File: config.mk
export PLATFORM = sky130hd
export DESIGN_NAME = lr_shift_stream
export DESIGN_NICKNAME = d
export VERILOG_FILES = /design/src/rtl/lr_shift_stream.sv
export SDC_FILE = /design/constraint.sdc
export NUM_CORES = 1
export LEC_CHECK = 0
export CORE_UTILIZATION = 40
export DETAILED_ROUTE_END_ITERATION = 10
export PLACE_DENSITY = 0.66
export REMOVE_ABC_BUFFERS = 1
export SYNTH_ARGS = -nofsm -noshare
export SYNTH_HDL_FRONTEND = slang
export SYNTH_SLANG_ARGS = --single-unit
export TNS_END_PERCENT = 100
File: constraint.sdc
create_clock -name clk -period 1.7 [get_ports clk]
set_clock_uncertainty 0.1 [all_clocks]
set_input_delay 0.17 -clock clk [delete_from_list [all_inputs] [get_ports clk]]
set_output_delay 0.17 -clock clk [all_outputs]
set_load 0.01 [all_outputs]
File: src/rtl/lr_shift_stream.sv
// Command FIFO and result register that wrap an external combinational left/right shifter.
// The FIFO head is presented on sh_*, and sh_result is captured onto a valid/ready result stream.
module lr_shift_stream #(
   parameter int unsigned width = 8,
   parameter int unsigned depth = 4
) (
   input  logic                     clk,
   input  logic                     rst,
   input  logic                     cmd_valid,
   output logic                     cmd_ready,
   input  logic [width-1:0]         cmd_bits,
   input  logic [$clog2(width)-1:0] cmd_shift,
   input  logic                     cmd_dir,
   output logic [width-1:0]         sh_bits,
   output logic [$clog2(width)-1:0] sh_shift,
   output logic                     sh_dir,
   input  logic [width-1:0]         sh_result,
   output logic                     res_valid,
   input  logic                     res_ready,
   output logic [width-1:0]         res_bits,
   output logic [$clog2(depth):0]   count
);

   localparam int unsigned SW = $clog2(width);
   localparam int unsigned PW = $clog2(depth);
   localparam int unsigned CW = PW + 1;
   localparam logic [CW-1:0] FULL = CW'(depth);

   logic [width-1:0] r_mem_bits  [depth];
   logic [SW-1:0]    r_mem_shift [depth];
   logic             r_mem_dir   [depth];

   logic [PW-1:0]    r_wr_ptr;
   logic [PW-1:0]    r_rd_ptr;
   logic [CW-1:0]    r_count;
   logic             r_res_valid;
   logic [width-1:0] r_res_bits;

   logic w_nonempty;
   logic w_not_full;
   logic w_accept;
   logic w_xfer;

   // cmd_ready depends only on occupancy, so res_ready never reaches it combinationally.
   assign w_nonempty = (r_count != '0);
   assign w_not_full = (r_count < FULL);
   assign w_accept   = cmd_valid && w_not_full;
   assign w_xfer     = w_nonempty && (!r_res_valid || res_ready);

   assign cmd_ready = w_not_full;
   assign res_valid = r_res_valid;
   assign res_bits  = r_res_bits;
   assign count     = r_count;

   always_comb begin
      sh_bits  = '0;
      sh_shift = '0;
      sh_dir   = 1'b0;
      if (w_nonempty) begin
         sh_bits  = r_mem_bits[r_rd_ptr];
         sh_shift = r_mem_shift[r_rd_ptr];
         sh_dir   = r_mem_dir[r_rd_ptr];
      end
   end

   // Storage is deliberately left unreset; only entries below the occupancy count are ever read.
   always_ff @(posedge clk) begin
      if (w_accept) begin
         r_mem_bits[r_wr_ptr]  <= cmd_bits;
         r_mem_shift[r_wr_ptr] <= cmd_shift;
         r_mem_dir[r_wr_ptr]   <= cmd_dir;
      end
   end

   always_ff @(posedge clk or posedge rst) begin
      if (rst) begin
         r_wr_ptr    <= '0;
         r_rd_ptr    <= '0;
         r_count     <= '0;
         r_res_valid <= 1'b0;
         r_res_bits  <= '0;
      end else begin
         if (w_accept)
            r_wr_ptr <= r_wr_ptr + PW'(1);
         if (w_xfer)
            r_rd_ptr <= r_rd_ptr + PW'(1);

         case ({w_accept, w_xfer})
            2'b10:   r_count <= r_count + CW'(1);
            2'b01:   r_count <= r_count - CW'(1);
            default: r_count <= r_count;
         endcase

         if (w_xfer) begin
            r_res_bits  <= sh_result;
            r_res_valid <= 1'b1;
         end else if (res_ready) begin
            r_res_valid <= 1'b0;
         end
      end
   end

endmodule

# Word-level counts from Yosys, hierarchy flattened
# Memory sizes are Yosys's and may differ from the RTL's.
# Cells that the tools add are included.
# W data, S select, Z words.
# op_classes
muxes	8
addsub	4
n_reduce_logical	7
eq_ne	2
n_lt_le_gt_ge	1
# ops
cell	count
$mux W8	1
$pmux W3 S2	1
$mux W1	5
$add A2 B1 Y2 const B	2
$reduce_bool A2 Y1	2
$add A3 B1 Y3 const B	1
$lt A3 B3 Y1 const B	1
$mux W3	1
$reduce_bool A3 Y1	1
$sub A3 B1 Y3 const B	1
$eq A2 B1 Y1 const B	1
$eq A2 B2 Y1 const B	1
$logic_and A1 B1 Y1	2
$logic_not A1 Y1	1
$logic_or A1 B1 Y1	1
# totals
mem_bits_rw	48
memories	3
inputBits	24
register_bits	16
# memory_table
name	depth	width	read_ports	rd_ports_with_merged_regs	wr	line	text
r_mem_bits	4	8	1	0	1	29	logic [width-1:0] r_mem_bits [depth];
r_mem_shift	4	3	1	0	1	30	logic [SW-1:0] r_mem_shift [depth];
r_mem_dir	4	1	1	0	1	31	logic r_mem_dir [depth];

# Logic depth before layout (Yosys ltp)
# Gate-level depths: netlist (run 1).
# logic_depth
depth_word	5
mapped_depth	9

# Least setup slack after synthesis (run 1)
# No wires, ideal clock.
# synth_timing
path_kind	register -> register
from	register r_count[0], in the netlist count[0]
to	register r_count[2], in the netlist count[2]
arrival_time_ns	1.804
required_time_ns	1.520
period_less_slack_ns	1.984
slack_ns	-0.284
setup_time_ns	0.080
path_stages_with_launch	10
path_cell_list	dfrtp_1 > nor3_4 > nor2b_1 > buf_6 > ha_1 > inv_1 > fa_1 > xor2_1 > nor2_1 > xnor2_1
# synth_between
elab_chain_len	4
word_cells_on_any_way	10
# synth_lines
item	line	text
start, declared	35	logic [CW-1:0] r_count;
start signal, assigned	89	2'b10: r_count <= r_count + CW'(1);
start signal, assigned	90	2'b01: r_count <= r_count - CW'(1);
start signal, assigned	91	default: r_count <= r_count;
$reduce_bool A3 Y1 (*)	45	assign w_nonempty = (r_count != '0);
$logic_and A1 B1 Y1 (*)	48	assign w_xfer = w_nonempty && (!r_res_valid || res_ready);
net w_xfer	42	logic w_xfer;
$eq A2 B1 Y1 / $eq A2 B2 Y1 (equally long branches)	88	case ({w_accept, w_xfer})
$pmux W3 S2 / $reduce_bool A2 Y1 (equally long branches)	n/a	
# Mark *: on every way through the listed nets, which the timed path passes. The rest lies on a longest branch.
# A chain may end at the register's enable or synchronous reset.

# Worst setup path in the final report (run 1)
# layout_timing
from	register r_rd_ptr[0]
to	output sh_bits[7]
# layout_between
elab_chain_len	2
# layout_lines
item	line	text
start, declared	34	logic [PW-1:0] r_rd_ptr;
start signal, assigned	86	r_rd_ptr <= r_rd_ptr + PW'(1);
$mem_v2 Z4 W8	n/a	
$mux W8	59	if (w_nonempty) begin
end, declared	14	output logic [width-1:0] sh_bits,
# Every way passes these cells.

==> results.toml, run 1 <==
[timing]
setup_slack_ps = -265
max_clock_freq_mhz = 509
hold_viol = 0
rsz0062_at_grt = "true"
slew_headroom_pct = 58.5
tightest_slew_ps = 621
setup_violations = 14
min_period_ps = 1960
holdWs_ps = 119
min_period_over_period_pct = 116
finalMaxSlewViolations = 0

[detailed_routing]
wire_per_inst_um = 16.8
drcViolationCount = 4
drt_iter0_markers = 45
wirelength_um = 5040
routed_via_density = 4.86
drtAntennaViolNets = 0
first_pass_iters = 6
vias = 1459

[die]
die_w_um = 83.9
start_util_pct = 41.8
die_y_um = 83.9
core_um2 = 6420
dieArea_um2 = 7040
io_pins = 49
rows = 29

[clocking]
root_buffer = "clkbuf_8"
cts.path.max_buffers = 2
cts_buffers = 9
clock-sinks = 64
clock_latency_ps = 320
clk_pin_slew_worst_paths_ps = 60
cts_tree = "yes"
cts_hold_buffers = 0
htreeDepth = 3

[yosys]
synthTopCellsByArea = "edfxtp_1 54%, dfrtp_1 15%, mux4_2 10%"
synth_edf_count = 48
avgSynthCellArea_um2 = 19.7
synth_top_area_cell = "edfxtp_1"
synth_top_area_share_pct = 53.7
synth-adder-area-share_pct = 3.08
yosysMostFrequentCell = "edfxtp_1"
synthXorXnorAreaFrac_pct = 1.96
synthesis.area_um2 = 2680
ys_seq_area_share_pct = 68.7
ys_warn_count = 0
netlist_instances = 136
synth_commonest_cells = "48 x edfxtp_1, 16 x dfrtp_1, 12 x mux4_2"
synth-seq-cells = 64
synth-simple-area-share_pct = 8.02
ys.flop_type = "edfxtp_1"
yosysUniqueCellTypes = 26
synthMuxAreaShare_pct = 14.8
synth_top_family_by_area = "multiplexers"
synthArstFlopShare_pct = 25.0
synth_compound_area_share_pct = 0.187

[global_routing]
first_global_vias = 1613
grt_max_degree = 17
grt_first_pass_wirelength_um = 8100
grt_use_total_pct = 15.8
overflow = 0
antenna_found_initial = 0

[status]
violations = "DRC, setup timing"
status = "complete, but fails checks"

[power_and_ir_drop]
peakVddDrop_uv = 850
power.density_nw_per_um2 = 1750
cellLeakagePower_nw = 1.49

[job]
drv_cap = 0

[finish]
final_nets = 248
drive_gt1_share_pct = 40.8
regArea_um2 = 1840
num-fill-cells = 513
synthToLayoutAreaGrowth_pct = 37.9
final_cell_area_um2 = 3700
multi_input_area_um2 = 797
n_antenna_cell = 0
post-route-util_pct = 57.6

[placed_design]
dpl_cell_area_um2 = 3400
gp_congestion = 0.671
pre_cts_ws_ps = -400
numPortBuffers = 48
hpwl_um = 3540

[setup_path]
required_ps = 1430
critPathArrivalTime_ps = 1690
crit_fanout = 6
criticalPathCategory = "reg -> out"
crit_path_end_kind = "output pin"
startpoint_type = "register"

[hold_path]
hold_class = "in -> async"
## layout make-up
type / count / share of cell area [%]
Timing Repair Buffer: 77 / 19.7
Inverter: 8 / 0.812
Clock buffer: 11 / 3.55
Sequential cell: 64 / 49.8
Multi-Input combinational cell: 58 / 21.5
Tap cell: 77 / 2.60
Clock inverter: 5 / 1.93
## where the power goes
part           switching (W)  internal [W]
combinational        0.00116       0.00179
sequential          0.000187       0.00203
clock               0.000512      0.000812
total                0.00186       0.00463
## per-layer routing
layer  GRT usage (%)  part of all wire (%)
met1            19.0                    41
met2            26.4                    52
met3            4.25                   5.7
met4            7.68                   1.8
met5               0                     0
## layout by cell type, fill, tap and decap left out
cell / netlist / routed
clkdlybuf4s50_1: 0 / 31
mux2_4: 7 / 7
buf_4: 1 / 27
mux2_1: 1 / 1
o21ai_1: 1 / 1
nor3_4: 1 / 1
clkbuf_1: 1 / 2
clkbuf_2: 0 / 1
nand2_1: 2 / 2
clkbuf_8: 0 / 9
fa_2: 0 / 1
and2_1: 4 / 4
ha_4: 0 / 1
bufinv_16: 0 / 2
inv_1: 7 / 6
nor2_1: 1 / 1
nor2b_1: 6 / 2
buf_12: 1 / 1
and3b_1: 1 / 1
inv_2: 1 / 2
clkbuf_16: 0 / 1
buf_2: 1 / 2
dfrtp_2: 0 / 1
xnor2_1: 3 / 3
buf_6: 2 / 11
xor2_1: 3 / 3
nand2b_1: 1 / 1
edfxtp_1: 48 / 48
dlymetal6s2s_1: 0 / 2
nor2b_4: 8 / 12
clkinv_1: 0 / 3
dlygate4sd2_1: 0 / 1
dfrtp_1: 16 / 15
mux2i_1: 1 / 1
ha_1: 5 / 4
mux4_2: 12 / 12
## through the flow
| step | setup TNS [ps] | instances | power [W] |
|---|---|---|---|
| 2_1_floorplan | -7950 | 130 | 0.00365 |
| 6_report | -3030 | 300 | 0.00649 |
| 4_1_cts | -3750 | 298 | 0.00652 |
| 3_3_place_gp | -5690 | 280 | 0.00492 |
| 3_5_place_dp | -7760 | 280 | 0.00502 |
| 5_1_grt | -4140 | 300 | 0.00686 |
## registers in the layout, indices dropped and copies added, names as in the netlist
name	count
r_mem_bits	32
r_wr_ptr	2
r_rd_ptr	2
count	3
r_mem_dir	4
res_bits	8
r_mem_shift	12
res_valid	1
## worst max-delay path, stage by stage (launching register included)
cell,delay (ps)
dfrtp_2,430
clkbuf_16,180
mux4_2,480
nor2b_1,130
buf_2,140
## path summary, 6_finish.rpt
kind	startpoint	endpoint	slack, ps	cells past startpoint
max	r_rd_ptr[0]$_DFFE_PP0P_	sh_bits[7]	-260	4
min in group clk	sh_result[0]	res_bits[0]$_DFFE_PP0P_	350	2
min	rst	res_bits[5]$_DFFE_PP0P_	120	2
max in group asynchronous	rst	r_rd_ptr[0]$_DFFE_PP0P_	940	2
min reg2reg	res_bits[0]$_DFFE_PP0P_	res_bits[0]$_DFFE_PP0P_	410	1
max reg2reg	res_valid$_DFFE_PP0P_	count[2]$_DFFE_PP0P_	-50	8
## kinds of logic (layout without fill, tap and decap cells)
| group | count (synthesis) | in the layout |
|---|---|---|
| DFF | 64 | 64 |
| and+or+nand+nor | 24 | 24 |
| muxes | 21 | 21 |
| buffers and inverters | 14 | 101 |
| adders and majority gates | 6 | 6 |
| xor gates and xnor gates | 6 | 6 |
| AOI/OAI and AO/OA | 1 | 1 |
## repair_timing
item / CTS / global route
endpoints found under the setup margin: 26 / 17
gates cloned: 1 / 0
pin swaps: 1 / 2
gates resized for setup: 66 / 13
buffers inserted: 1 / 2
Power figures use the tool's default switching activity.
==> run 2, diff against run 1 <==
--- a/config.mk
+++ b/config.mk
@@ -6,6 +6,7 @@
 export NUM_CORES = 1
 export LEC_CHECK = 0
 export CORE_UTILIZATION = 40
+export CTS_BUF_LIST = sky130_fd_sc_hd__clkbuf_4
 export DETAILED_ROUTE_END_ITERATION = 10
 export PLACE_DENSITY = 0.66
 export REMOVE_ABC_BUFFERS = 1
==> results.toml, run 2 (same netlist as run 1, synthesis figures left out) <==
[setup_path]
crit_fanout = 6
startpoint_type = "register"
path_cells = "clkbuf_16 > mux4_2 > nor2b_1 > buf_2"
criticalPathCategory = "reg -> out"
crit_path_end_kind = "output pin"
slowest_delay_ps = 470
critPathArrivalTime_ps = 1760
slowest_stage = "mux4_2"
required_ps = 1430

[status]
status = "complete, but fails checks"
violations = "DRC, setup timing"

[die]
rows = 29
die_w_um = 83.9
die_y_um = 83.9
core_um2 = 6420
dieArea_um2 = 7040
start_util_pct = 41.8
io_pins = 49

[power_and_ir_drop]
cellLeakagePower_nw = 1.48
switchingPower_w = 0.00185
p_int_w = 0.00446
pwr-share-seq_pct = 35.1
peakVddDrop_uv = 740
clkPwrFrac_pct = 17.5
switching_share_pct = 29.3
power_w = 0.00631
power.density_nw_per_um2 = 1710
combinationalPowerShare_pct = 47.4

[timing]
hold_viol = 0
min_period_over_period_pct = 119
finalMaxSlewViolations = 0
holdWs_ps = 54.3
max_clock_freq_mhz = 493
setup_violations = 14
min_period_ps = 2030
rsz0062_at_grt = "true"
slew_headroom_pct = 57.8
tightest_slew_ps = 632
setup_slack_ps = -328

[global_routing]
antenna_found_initial = 0
grt_first_pass_wirelength_um = 8270
grt_max_degree = 17
overflow = 0
first_global_vias = 1629
grt_use_total_pct = 16.1

[clocking]
htreeDepth = 3
root_buffer = "clkbuf_4"
clk_pin_slew_worst_paths_ps = 100
cts_tree = "yes"
cts_buffers = 9
cts.path.max_buffers = 2
clock-sinks = 64
clock_latency_ps = 380
cts_hold_buffers = 0

[finish]
num-fill-cells = 513
n_antenna_cell = 0
drive_gt1_share_pct = 42.5
mostFrequentLayoutCell = "edfxtp_1"
final_cell_mix = "48 x edfxtp_1, 31 x clkdlybuf4s50_1, 29 x buf_4, 15 x dfrtp_1, 13 x buf_6"
largest_reg_flops = 32
multi_input_area_um2 = 797
final_nets = 253
synthToLayoutAreaGrowth_pct = 37.6
regMostFlops = "r_mem_bits"
post-route-util_pct = 57.5
regArea_um2 = 1840

[detailed_routing]
wirelength_um = 5070
drt_iter0_markers = 55
drcViolationCount = 4
first_pass_iters = 7
vias = 1479
wire_per_inst_um = 16.6
drtAntennaViolNets = 0
routed_via_density = 4.85

[hold_path]
hold_class = "in -> async"

[job]
drv_cap = 0

[placed_design]
hpwl_um = 3540
gp_congestion = 0.671
pre_cts_ws_ps = -400
numPortBuffers = 48
run 2: cell types whose count changed in the layout (fill, tap and decap cells not counted), sizes merged:
cell	change
dlymetal6s2s	-2
clkdlybuf4s15	+1
dlygate4sd2	+2
buf	+5
clkbuf	-1
run 2: worst paths after layout:
check | start | endpoint | slack [ps] | depth (start not counted)
setup reg to reg | count[2]$_DFFE_PP0P_ | count[2]$_DFFE_PP0P_ | -130 | 9
min in group clk | sh_result[5] | res_bits[5]$_DFFE_PP0P_ | 290 | 2
hold / removal | rst | res_bits[5]$_DFFE_PP0P_ | 50 | 2
max in group asynchronous | rst | r_rd_ptr[0]$_DFFE_PP0P_ | 1000 | 2
hold reg to reg | res_bits[0]$_DFFE_PP0P_ | res_bits[0]$_DFFE_PP0P_ | 420 | 1
setup / recovery | r_rd_ptr[0]$_DFFE_PP0P_ | sh_shift[2] | -330 | 4
run 2: routing by layer:
metal / routed length [um] / GRT usage, % / share of wire (%)
met1: 2030 / 18.9 / 40
met2: 2720 / 27.4 / 54
met3: 266 / 6.33 / 5.2
met4: 59 / 4.23 / 1.2
met5: 0 / 0 / 0
run 2: repair_timing:
item | in CTS | in global routing
pin swaps | 3 | 5
resized for setup | 75 | 8
endpoints found under the setup margin | 33 | 17
gates cloned | 1 | 0
buffers inserted | 7 | 3
run 2: power groups by stage:
stage / registers [W] / logic, W / clock network (W)
global placement: 0.00220 / 0.00272 / 0
floorplan: 0.00235 / 0.00130 / 0
CTS: 0.00223 / 0.00296 / 0.00115
detailed placement: 0.00223 / 0.00279 / 0
global route: 0.00225 / 0.00322 / 0.00122
finish: 0.00222 / 0.00299 / 0.00110
run 2: stage by stage:
stage	instances	instance area, um2	TNS, ps
after global routing	305	3690	-5560
after CTS	304	3660	-4850
after detailed placement	280	3400	-7760
final	305	3690	-3920
after global placement	280	3400	-5690
after floorplan	130	2620	-7950
run 2: cell type report:
type                       count  share of cell area (%)
clock inverter                 5                    1.93
sequential                    64                    49.9
clock buffer                  11                    2.24
timing repair buffer          82                    20.9
multi-input combinational     58                    21.6
inverter                       8                   0.814
tap                           77                    2.61
run 2: worst max-delay path: cells and delay by family (launching register included):
family	cells	cell delay, ps
DFF	1	440
muxes	1	470
buffers and inverters	2	320
and+or+nand+nor	1	130
==> run 3, diff against run 2 <==
--- a/config.mk
+++ b/config.mk
@@ -7,6 +7,7 @@
 export LEC_CHECK = 0
 export CORE_UTILIZATION = 40
 export CTS_BUF_LIST = sky130_fd_sc_hd__clkbuf_4
+export CTS_CLUSTER_DIAMETER = 30
 export DETAILED_ROUTE_END_ITERATION = 10
 export PLACE_DENSITY = 0.66
 export REMOVE_ABC_BUFFERS = 1
==> results of run 3 <==
No change in the layout: final DEF, timing and power equal those of run 2.
